$ cat src/rtl/bnn_pkg.sv
// Shared definitions for the binary-NN datapath: ceil-log2 helper, bipolar
// bit encoding and the default vector/beat/accumulator sizes that the
// activation/weight memory readers also use.
package bnn_pkg;

   localparam int DEF_VEC_W = 16;
   localparam int DEF_BEATS = 4;
   localparam int DEF_ACC_W = 12;

   // Bipolar encoding: a stored 1 stands for +1, a stored 0 for -1.
   localparam logic BIT_POS = 1'b1;
   localparam logic BIT_NEG = 1'b0;

   // Ceil-log2 with a floor of 1, usable in constant expressions.
   function automatic int clog2(input int value);
      int r;
      r = 1;
      for (int i = 1; i < 31; i++) begin
         r = ((32'sd1 <<< i) < value) ? (i + 1) : r;
      end
      return r;
   endfunction

endpackage

$ cat src/rtl/bnn_xnor_acc_if.sv
// Beat-in / neuron-out handshake bundle for bnn_xnor_acc.
// Optional macro BNN_XNOR_ACC_SAT_EN adds the saturation flag 'sat'.
interface bnn_xnor_acc_if #(
   parameter int VEC_W = 16,
   parameter int ACC_W = 12
);
   logic                    in_valid;
   logic                    in_ready;
   logic [VEC_W-1:0]        in_x;
   logic [VEC_W-1:0]        in_w;
   logic signed [ACC_W-1:0] thresh;
   logic                    out_valid;
   logic                    out_ready;
   logic signed [ACC_W-1:0] out_sum;
   logic                    out_bit;
   logic                    busy;
`ifdef BNN_XNOR_ACC_SAT_EN
   logic                    sat;
`endif

   // Producer/consumer side (memory readers + write-back buffer).
   modport master (
      output in_valid, in_x, in_w, thresh, out_ready,
      input  in_ready, out_valid, out_sum, out_bit, busy
`ifdef BNN_XNOR_ACC_SAT_EN
     ,input  sat
`endif
   );

   // Accumulator side.
   modport slave (
      input  in_valid, in_x, in_w, thresh, out_ready,
      output in_ready, out_valid, out_sum, out_bit, busy
`ifdef BNN_XNOR_ACC_SAT_EN
     ,output sat
`endif
   );

endinterface

$ cat src/rtl/bnn_popcount.sv
// Combinational population count of a VEC_W-bit vector.
module bnn_popcount
   import bnn_pkg::*;
#(
   parameter int VEC_W = 16
) (
   input  logic [VEC_W-1:0]              i_vec,
   output logic [clog2(VEC_W+1)-1:0]     o_cnt
);

   localparam int CNT_W = clog2(VEC_W + 1);

   logic [CNT_W-1:0] w_sum;

   // Sum every bit of the vector; synthesis balances this into an adder tree.
   always_comb begin
      w_sum = {CNT_W{1'b0}};
      for (int i = 0; i < VEC_W; i++) begin
         w_sum = w_sum + CNT_W'(i_vec[i]);
      end
   end

   assign o_cnt = w_sum;

endmodule

$ cat src/rtl/bnn_xnor_acc.sv
// Binary-NN neuron: per beat XNOR + popcount of x/w, bipolar contribution
// 2*pop - VEC_W accumulated over BEATS beats, then one signed sum and a
// thresholded activation bit through a one-deep output register.
// Optional macro BNN_XNOR_ACC_SAT_EN: saturating arithmetic plus 'sat' flag;
// without it the accumulator wraps modulo 2^ACC_W.
module bnn_xnor_acc
   import bnn_pkg::*;
#(
   parameter int VEC_W = DEF_VEC_W,
   parameter int BEATS = DEF_BEATS,
   parameter int ACC_W = DEF_ACC_W
) (
   input  logic            clk,
   input  logic            rst,
   bnn_xnor_acc_if.slave   bus
);

   localparam int BCNT_W = clog2(BEATS);
   localparam int PC_W   = clog2(VEC_W + 1);
   localparam int CW     = PC_W + 2;

   localparam logic [0:0] ST_ACCUM = 1'b0;
   localparam logic [0:0] ST_LAST  = 1'b1;

   logic [VEC_W-1:0]        w_xnor;
   logic [PC_W-1:0]         w_pcnt;
   logic signed [CW-1:0]    w_contrib;
   logic signed [ACC_W:0]   w_sum_wide;
   logic signed [ACC_W-1:0] w_sum;
   logic                    w_ge;
   logic                    w_in_ready;
   logic                    w_accept;
   logic [0:0]              w_state;

   logic signed [ACC_W-1:0] r_acc;
   logic [BCNT_W-1:0]       r_beat_cnt;
   logic                    r_out_valid;
   logic signed [ACC_W-1:0] r_out_sum;
   logic                    r_out_bit;

   logic signed [ACC_W-1:0] w_acc_nxt;
   logic [BCNT_W-1:0]       w_cnt_nxt;
   logic                    w_ov_nxt;
   logic signed [ACC_W-1:0] w_os_nxt;
   logic                    w_ob_nxt;

`ifdef BNN_XNOR_ACC_SAT_EN
   logic                    w_ovf;
   logic                    r_sat_stk;
   logic                    r_sat;
   logic                    w_stk_nxt;
   logic                    w_sat_nxt;
`endif

   // Matching bit positions contribute +1, mismatches -1.
   assign w_xnor = ~(bus.in_x ^ bus.in_w);

   bnn_popcount #(.VEC_W(VEC_W)) u_popcount (
      .i_vec (w_xnor),
      .o_cnt (w_pcnt)
   );

   assign w_contrib  = $signed({1'b0, w_pcnt, 1'b0}) - $signed(CW'(VEC_W));
   assign w_sum_wide = $signed({r_acc[ACC_W-1], r_acc}) + (ACC_W+1)'(w_contrib);

   // Form the accumulate result: wrap, or clamp when the extra sign bit disagrees.
   always_comb begin
`ifdef BNN_XNOR_ACC_SAT_EN
      w_ovf = w_sum_wide[ACC_W] ^ w_sum_wide[ACC_W-1];
      if (w_ovf) begin
         if (w_sum_wide[ACC_W]) begin
            w_sum = {1'b1, {(ACC_W-1){1'b0}}};
         end else begin
            w_sum = {1'b0, {(ACC_W-1){1'b1}}};
         end
      end else begin
         w_sum = w_sum_wide[ACC_W-1:0];
      end
`else
      w_sum = w_sum_wide[ACC_W-1:0];
`endif
   end

   assign w_ge       = (w_sum >= bus.thresh);
   assign w_in_ready = !r_out_valid || bus.out_ready;
   assign w_accept   = bus.in_valid && w_in_ready;
   assign w_state    = (r_beat_cnt == BCNT_W'(BEATS - 1)) ? ST_LAST : ST_ACCUM;

   // Next-state: accumulate on ordinary beats, publish and clear on the last one.
   always_comb begin
      w_acc_nxt = r_acc;
      w_cnt_nxt = r_beat_cnt;
      w_ov_nxt  = r_out_valid;
      w_os_nxt  = r_out_sum;
      w_ob_nxt  = r_out_bit;
`ifdef BNN_XNOR_ACC_SAT_EN
      w_stk_nxt = r_sat_stk;
      w_sat_nxt = r_sat;
`endif
      if (w_accept) begin
         case (w_state)
            ST_ACCUM: begin
               w_acc_nxt = w_sum;
               w_cnt_nxt = r_beat_cnt + BCNT_W'(1'b1);
               // Accepting implies the output slot is empty or draining now.
               w_ov_nxt  = 1'b0;
`ifdef BNN_XNOR_ACC_SAT_EN
               w_stk_nxt = r_sat_stk | w_ovf;
`endif
            end
            ST_LAST: begin
               w_acc_nxt = {ACC_W{1'b0}};
               w_cnt_nxt = {BCNT_W{1'b0}};
               w_ov_nxt  = 1'b1;
               w_os_nxt  = w_sum;
               w_ob_nxt  = w_ge;
`ifdef BNN_XNOR_ACC_SAT_EN
               w_sat_nxt = r_sat_stk | w_ovf;
               w_stk_nxt = 1'b0;
`endif
            end
            default: begin
               w_acc_nxt = {ACC_W{1'b0}};
               w_cnt_nxt = {BCNT_W{1'b0}};
               w_ov_nxt  = 1'b0;
            end
         endcase
      end else if (r_out_valid && bus.out_ready) begin
         w_ov_nxt = 1'b0;
      end else begin
         w_ov_nxt = r_out_valid;
      end
   end

   // State registers; reset abandons any partially accumulated neuron.
   always_ff @(posedge clk or posedge rst) begin
      if (rst) begin
         r_acc       <= {ACC_W{1'b0}};
         r_beat_cnt  <= {BCNT_W{1'b0}};
         r_out_valid <= 1'b0;
         r_out_sum   <= {ACC_W{1'b0}};
         r_out_bit   <= 1'b0;
`ifdef BNN_XNOR_ACC_SAT_EN
         r_sat_stk   <= 1'b0;
         r_sat       <= 1'b0;
`endif
      end else begin
         r_acc       <= w_acc_nxt;
         r_beat_cnt  <= w_cnt_nxt;
         r_out_valid <= w_ov_nxt;
         r_out_sum   <= w_os_nxt;
         r_out_bit   <= w_ob_nxt;
`ifdef BNN_XNOR_ACC_SAT_EN
         r_sat_stk   <= w_stk_nxt;
         r_sat       <= w_sat_nxt;
`endif
      end
   end

   assign bus.in_ready  = w_in_ready;
   assign bus.out_valid = r_out_valid;
   assign bus.out_sum   = r_out_sum;
   assign bus.out_bit   = r_out_bit;
   assign bus.busy      = (r_beat_cnt != {BCNT_W{1'b0}});
`ifdef BNN_XNOR_ACC_SAT_EN
   assign bus.sat       = r_sat;
`endif

endmodule

$ cat src/flat_wrapper.sv
// flat-port wrapper written by rule: the top's interface ports become plain ports
module bnn_xnor_acc_flat import bnn_pkg::*;
#(
   parameter int VEC_W = DEF_VEC_W,
   parameter int BEATS = DEF_BEATS,
   parameter int ACC_W = DEF_ACC_W
)
  (clk, rst, bus_in_valid, bus_in_x, bus_in_w, bus_thresh, bus_out_ready, bus_in_ready, bus_out_valid, bus_out_sum, bus_out_bit, bus_busy);
  bnn_xnor_acc_if #(.VEC_W(VEC_W), .ACC_W(ACC_W)) bus_i ();
  input  logic clk;
  input  logic rst;
  input wire logic [$bits(bus_i.in_valid)-1:0] bus_in_valid;
  input wire logic [$bits(bus_i.in_x)-1:0] bus_in_x;
  input wire logic [$bits(bus_i.in_w)-1:0] bus_in_w;
  input wire logic [$bits(bus_i.thresh)-1:0] bus_thresh;
  input wire logic [$bits(bus_i.out_ready)-1:0] bus_out_ready;
  output wire logic [$bits(bus_i.in_ready)-1:0] bus_in_ready;
  output wire logic [$bits(bus_i.out_valid)-1:0] bus_out_valid;
  output wire logic [$bits(bus_i.out_sum)-1:0] bus_out_sum;
  output wire logic [$bits(bus_i.out_bit)-1:0] bus_out_bit;
  output wire logic [$bits(bus_i.busy)-1:0] bus_busy;
  assign bus_i.in_valid = bus_in_valid;
  assign bus_i.in_x = bus_in_x;
  assign bus_i.in_w = bus_in_w;
  assign bus_i.thresh = bus_thresh;
  assign bus_i.out_ready = bus_out_ready;
  assign bus_in_ready = bus_i.in_ready;
  assign bus_out_valid = bus_i.out_valid;
  assign bus_out_sum = bus_i.out_sum;
  assign bus_out_bit = bus_i.out_bit;
  assign bus_busy = bus_i.busy;
  bnn_xnor_acc #(.VEC_W(VEC_W), .BEATS(BEATS), .ACC_W(ACC_W)) u_core (.clk(clk), .rst(rst), .bus(bus_i));
endmodule
$ cat config.mk
export PLATFORM = sky130hd
export DESIGN_NAME = bnn_xnor_acc_flat
export DESIGN_NICKNAME = d
export VERILOG_FILES = /design/src/rtl/bnn_pkg.sv /design/src/rtl/bnn_xnor_acc_if.sv /design/src/rtl/bnn_popcount.sv /design/src/rtl/bnn_xnor_acc.sv /design/src/flat_wrapper.sv
export SDC_FILE = /design/constraint.sdc
export NUM_CORES = 1
export LEC_CHECK = 0
export ABC_AREA = 1
export CAP_MARGIN = 10
export CORE_MARGIN = 1
export CORE_UTILIZATION = 27
export CTS_BUF_LIST = sky130_fd_sc_hd__clkbuf_4
export CTS_CLUSTER_DIAMETER = 80
export DETAILED_ROUTE_END_ITERATION = 12
export GPL_TIMING_DRIVEN = 0
export SLEW_MARGIN = 10
export SYNTH_ARGS = -nofsm -noshare
export SYNTH_HDL_FRONTEND = slang
export SYNTH_SLANG_ARGS = --single-unit
$ cat constraint.sdc
create_clock -name clk -period 5.4 [get_ports clk]
set_clock_uncertainty 0.15 [all_clocks]
set_input_delay 1.08 -clock clk [delete_from_list [all_inputs] [get_ports clk]]
set_output_delay 1.08 -clock clk [all_outputs]
set_load 0.005 [all_outputs]
# Yosys cells after proc, flatten, opt, wreduce, memory -nomap -nowiden
# Cells that the tools add are included.
[word_totals] register_bits=28 latchBits=0 mem_bits_rw=0 romBits=0 out_inout_bits=16 elab_cells=41 mem_count=0
[classes] addsub=18 multipliers=0 n_div=0 magnitude_cmp=1 n_eq_ne=1 shifts=0 mux=6 n_bitwise=3 reduce_logical=7
[op_table] cell="$add 5x1->5" count=11
[op_table] cell="$pmux 12 s2" count=1
[op_table] cell="$not 16->16" count=1
[op_table] cell="$xor 16x16->16" count=1
[op_table] cell="$add 12x7->12" count=1
[op_table] cell="$ge 12x12->1" count=1
[op_table] cell="$sub 6x5->7 const B" count=1
[op_table] cell="$add 4x1->5" count=1
[op_table] cell="$add 3x1->4" count=1
[op_table] cell="$pmux 2 s2" count=1
[op_table] cell="$reduce_bool 2->1" count=2
[op_table] cell="$add 2x1->3" count=1
[op_table] cell="$mux 1" count=3
[op_table] cell="$add 1x1->2" count=1
[op_table] cell="$add 2x1->2 const B" count=1
[op_table] cell="$eq 2x2->1 const B" count=1
[op_table] cell="$logic_and 1x1->1" count=2
[op_table] cell="$pmux 1 s2" count=1
[op_table] cell="$reduce_and 2->1" count=1
[op_table] cell="$logic_not 1->1" count=1
[op_table] cell="$logic_or 1x1->1" count=1
[op_table] cell="$not 1->1" count=1

# Depth between registers and ports, before layout
[logic_depth] word_depth=20 ltp_mapped=33 ltp_nobuf=31

# Modules after synthesis
# Synthesis repeated with hierarchy kept, for this count alone.
[unflattened] hier_cells=337 area_unflattened_um2=2522.4
[by_module_without_submodules] module="bnn_xnor_acc" n_inst=1 cells_per_inst=280 area_per_inst_um2=2039.5 seq_area_each_um2=650.6
[by_module_without_submodules] module="bnn_popcount" n_inst=1 cells_per_inst=57 area_per_inst_um2=483.0 seq_area_each_um2=0.0

# Least setup slack after synthesis
# Ideal clock, no wire load.
[synth_timing] path_kind="input to register" start="input bus_in_x[1]" end="register u_core.r_out_bit (netlist: u_core.bus.out_bit)" setup_time_ns=0.116 arrival_time_ns=6.290 required_ns=5.134 path_slack_ns=-1.156 stages=29 n_path_buf=0 path_cell_list="xnor2_1 > fa_1 > inv_1 > fa_1 > fa_1 > fa_1 > inv_1 > ha_1 > fa_1 > inv_1 > fa_1 > or2_2 > nand2_1 > nand2_1 > nand2_1 > nand2_2 > nand2_2 > nand2_2 > xor2_2 > ha_1 > nand2_1 > nor2_1 > a211oi_1 > o21a_1 > o21ai_0 > nand2_1 > nand2_1 > nand2_1 > nand2_1"
[synth_via] elab_chain_len=20
[synth_rtl] element="start, declared" line="flat_wrapper.sv:13" text="input wire logic [$bits(bus_i.in_x)-1:0] bus_in_x;"
[synth_rtl] element="$xor 16x16->16" line="bnn_xnor_acc.sv:56" text="assign w_xnor = ~(bus.in_x ^ bus.in_w);"
[synth_rtl] element="$not 16->16" line="bnn_xnor_acc.sv:56"
[synth_rtl] element="$add 1x1->2" line="bnn_popcount.sv:19" text="w_sum = w_sum + CNT_W'(i_vec[i]);"
[synth_rtl] element="$add 2x1->3" line="bnn_popcount.sv:19"
[synth_rtl] element="$add 3x1->4" line="bnn_popcount.sv:19"
[synth_rtl] element="$add 4x1->5" line="bnn_popcount.sv:19"
[synth_rtl] element="$add 5x1->5 (11 in a row)" line="bnn_popcount.sv:19"
[synth_rtl] element="$sub 6x5->7" line="bnn_xnor_acc.sv:63" text="assign w_contrib = $signed({1'b0, w_pcnt, 1'b0}) - $signed(CW'(VEC_W));"
[synth_rtl] element="$add 12x7->12" line="bnn_xnor_acc.sv:64" text="assign w_sum_wide = $signed({r_acc[ACC_W-1], r_acc}) + (ACC_W+1)'(w_contrib);"
[synth_rtl] element="net u_core.w_sum_wide[7]" line="bnn_xnor_acc.sv:28" text="logic signed [ACC_W:0] w_sum_wide;"
[synth_rtl] element="$ge 12x12->1" line="bnn_xnor_acc.sv:84" text="assign w_ge = (w_sum >= bus.thresh);"
[synth_rtl] element="end signal, assigned" line="bnn_xnor_acc.sv:152" text="r_out_bit <= w_ob_nxt;"
[synth_rtl] element="end, declared" line="bnn_xnor_acc.sv:39" text="logic r_out_bit;"
# The timed path passes the listed nets, and every way through them passes these cells.
# A chain may end at the register's enable or synchronous reset.

# Worst setup path after layout
[layout_timing] start="input bus_in_w[6]" end="register u_core.r_out_bit (netlist: u_core.bus.out_bit)"
[layout_via] elab_chain_len=15
[layout_rtl] element="start, declared" line="flat_wrapper.sv:14" text="input wire logic [$bits(bus_i.in_w)-1:0] bus_in_w;"
[layout_rtl] element="$xor 16x16->16" line="bnn_xnor_acc.sv:56"
[layout_rtl] element="$not 16->16" line="bnn_xnor_acc.sv:56"
[layout_rtl] element="$add 5x1->5 (10 in a row)" line="bnn_popcount.sv:19"
[layout_rtl] element="$sub 6x5->7" line="bnn_xnor_acc.sv:63"
[layout_rtl] element="$add 12x7->12" line="bnn_xnor_acc.sv:64"
[layout_rtl] element="net u_core.w_sum_wide[6]" line="bnn_xnor_acc.sv:28"
[layout_rtl] element="$ge 12x12->1" line="bnn_xnor_acc.sv:84"
# The timed path passes the listed nets, and every way through them passes these cells.

==> results.py <==
metrics = {
    "synthesis": {
        "synth_edf_count": 0,
        "synth_cell_types": 38,
        "ys_ff_latch": 26,
        "synth_fp_nets": 411,
        "async_flop_share": 1.000,
        "syn_avg_cell_area_um2": 7.914,
        "ys.flop_type": "dfrtp_1",
        "yosysTopAreaCell": "dfrtp_1",
        "syn_inst": 329,
        "synth_top_area_frac": 0.2499,
        "yosysWarnings": 0,
        "ys_seq_area_frac": 0.2499,
        "synth_area_um2": 2604,
        "synth_area_leaders": "dfrtp_1 25%, nand2_1 12%, ha_1 11%, inv_1 8.6%, fa_1 8.5%",
    },
    "worst_setup_path": {
        "end_kind": "flop",
        "crit_type": "in2reg",
        "worstSetupStartpointType": "input port",
        "slowest_stage": "fa_1",
        "ff2ff_setup_slack_ps": 2250,
        "crit_top_cell": "nand2_1",
        "crit_start": "bus_in_w[6]",
        "arrival_ps": 6370,
        "r2r_cells": 21,
        "r2r_start": "u_core.r_acc[1]",
        "slowest_delay_ps": 570,
        "crit_end": "u_core.bus.out_bit",
        "cp_max_fo": 2,
        "r2r_end": "u_core.bus.out_bit",
        "cp.required_ps": 5480,
    },
    "global_routing": {
        "grt_pass1_vias": 2344,
        "grt_pass1_wl_um": 10270,
        "grt_max_degree": 27,
        "track_usage": 0.1259,
        "overflow": 0,
        "antenna_found_initial": 0,
    },
    "placement": {
        "place_hpwl_um": 4765,
        "place.gp.congestion": 0.8167,
        "portBuffers": 62,
        "place_inst": 520,
        "dp_slack_ps": -1912,
    },
    "clock_network": {
        "clk_latency_ps": 320,
        "root_buffer": "clkbuf_4",
        "hold_buffers": 0,
        "clkSinkCount": 26,
        "h-tree-depth": 1,
        "clkTransAtPathRegs_ps": 130,
        "cts_buffer_depth": 2,
        "cts-buffers-inserted": 3,
        "cts_tree": "done",
    },
    "job": {
        "maxCapViolCount": 0,
    },
    "outcome": {
        "violations": "negative setup slack",
        "outcome": "complete, but fails checks",
    },
    "routing": {
        "first_pass_iters": 4,
        "drc": 0,
        "vias": 2325,
        "drt_wl_total_um": 5996,
        "ant_nets": 0,
        "drt-initial-drc-count": 59,
        "wl_per_cell_um": 11.17,
        "via_per_inst": 4.330,
    },
    "floorplanning": {
        "die_area_um2": 10040,
        "initial_utilization": 0.2805,
        "die_y_um": 100.2,
        "die_x_um": 100.2,
        "core_area_um2": 9284,
        "io_pins": 64,
        "row_count": 35,
    },
    "cells_and_area": {
        "stdcell_count": 537,
        "utilization": 0.4013,
        "nNetsFinal": 491,
        "fillers": 984,
        "antennaDiodeCount": 0,
        "final_cell_mix": "71 x nand2_1, 57 x inv_1, 44 x clkdlybuf4s50_1",
        "mostFrequentLayoutCell": "nand2_1",
        "final_layout_size_suffix_gt1_frac": 0.3015,
        "syn2layout_area_growth_pct": 43.10,
    },
    "sta": {
        "clock.fmax_ghz": 0.1588,
        "fin_crit_ps": 6297,
        "hold_viol": 0,
        "slew_viol_final": 0,
        "slew_headroom": 0.3095,
        "setup_violations": 11,
        "rsz0062_at_grt": "true",
        "finalCritPeriodShare": 1.166,
        "fin_setup_tns_ps": -2807,
        "max_slew.worst_pin.slew_ps": 1035,
        "fin_ws_ps": -896.7,
    },
    "min_path": {
        "hp-class": "reg2reg",
    },
}
## cell families (layout without fill, tap and decap cells)
family          count (synthesis)  in the layout  share of synthesized area
other cells                     1              1                   0.001440
flops                          26             26                     0.2499
xor+xnor                       20             20                    0.07304
buf+inv                        68            147                     0.1086
compound gates                 35             35                    0.07737
fa+ha+maj                      34             34                     0.1951
simple gates                  145            145                     0.2946
## layer usage
metal  share of wire  track usage  vias to the layer above
li1                -            -                     1188
met1            0.45       0.1549                     1102
met2            0.52       0.2360                       33
met3           0.027      0.01880                        2
met4          0.0032      0.01672                        0
met5               0            0                        -
## metrics by stage
step | hold WS [ps] | instance area [um^2]
final | 340.8 | 3726
after global placement | 311.9 | 3425
after detailed placement | 316.0 | 3425
after CTS | 350.1 | 3592
after floorplan | 309.4 | 2643
after global routing | 363.2 | 3726
## worst min-delay path by stage
stage	start	end	slack, ps	cells past startpoint
after floorplan	u_core.r_acc[1]	u_core.r_acc[1]	310	2
after global placement	u_core.bus.out_sum[7]	u_core.bus.out_sum[7]	310	2
after detailed placement	u_core.bus.out_sum[7]	u_core.bus.out_sum[7]	320	2
after CTS	u_core.bus.out_sum[7]	u_core.bus.out_sum[7]	350	2
after global routing	u_core.bus.out_sum[7]	u_core.bus.out_sum[7]	360	2
final	u_core.bus.out_sum[7]	u_core.bus.out_sum[7]	340	2
## registers in the layout, summed over array words and instances, names as in the netlist
name and cells:
u_core.bus.out_sum 11, u_core.bus.out_valid 1, u_core.bus.out_bit 1, u_core.r_beat_cnt 2, u_core.r_acc 11
## cells in the mapped netlist, types with 2 or more instances
cell      number
clkbuf_1       3
xor2_1         8
nand2_1       80
fa_1          11
a31oi_1        2
nor2_1         4
nand2_2       15
nand4_1        3
nand2_4        2
inv_1         60
ha_1          23
xor2_2         2
nor2_4         2
inv_2          2
o21ai_1        3
nand3_2       16
nand3_1       16
o22ai_1        3
xnor2_1       10
dfrtp_1       26
and2_1         3
a21oi_1        7
o21ai_0       13
## worst max-delay path, delay by kind of cell
kind,cells,cell delay [ps]
AOI/OAI and AO/OA,5,690
xor gates and xnor gates,3,510
adders and majority gates,8,3200
buffers and inverters,3,270
and+or+nand+nor,10,610
## cell type report
class | count | area, um^2 | area share
repair buffers | 76 | 684.4 | 0.1837
clock inverters | 1 | 3.754 | 0.001007
plain buffers | 5 | 50.05 | 0.01343
clock buffers | 3 | 22.52 | 0.006044
inverters | 62 | 232.7 | 0.06246
flip-flops and latches | 26 | 650.6 | 0.1746
well taps | 129 | 161.4 | 0.04332
multi-input cells | 235 | 1921 | 0.5154
## timing repair
item / CTS / global route
pin swaps: 35 / 36
buffers inserted: 9 / 5
gates resized for setup: 91 / 29
setup endpoints to repair: 17 / 15
endpoints found under the hold margin: 0 / 0
Power is not shown: default switching activity piles up to over one toggle a cycle in this logic, so the estimate is an artifact.
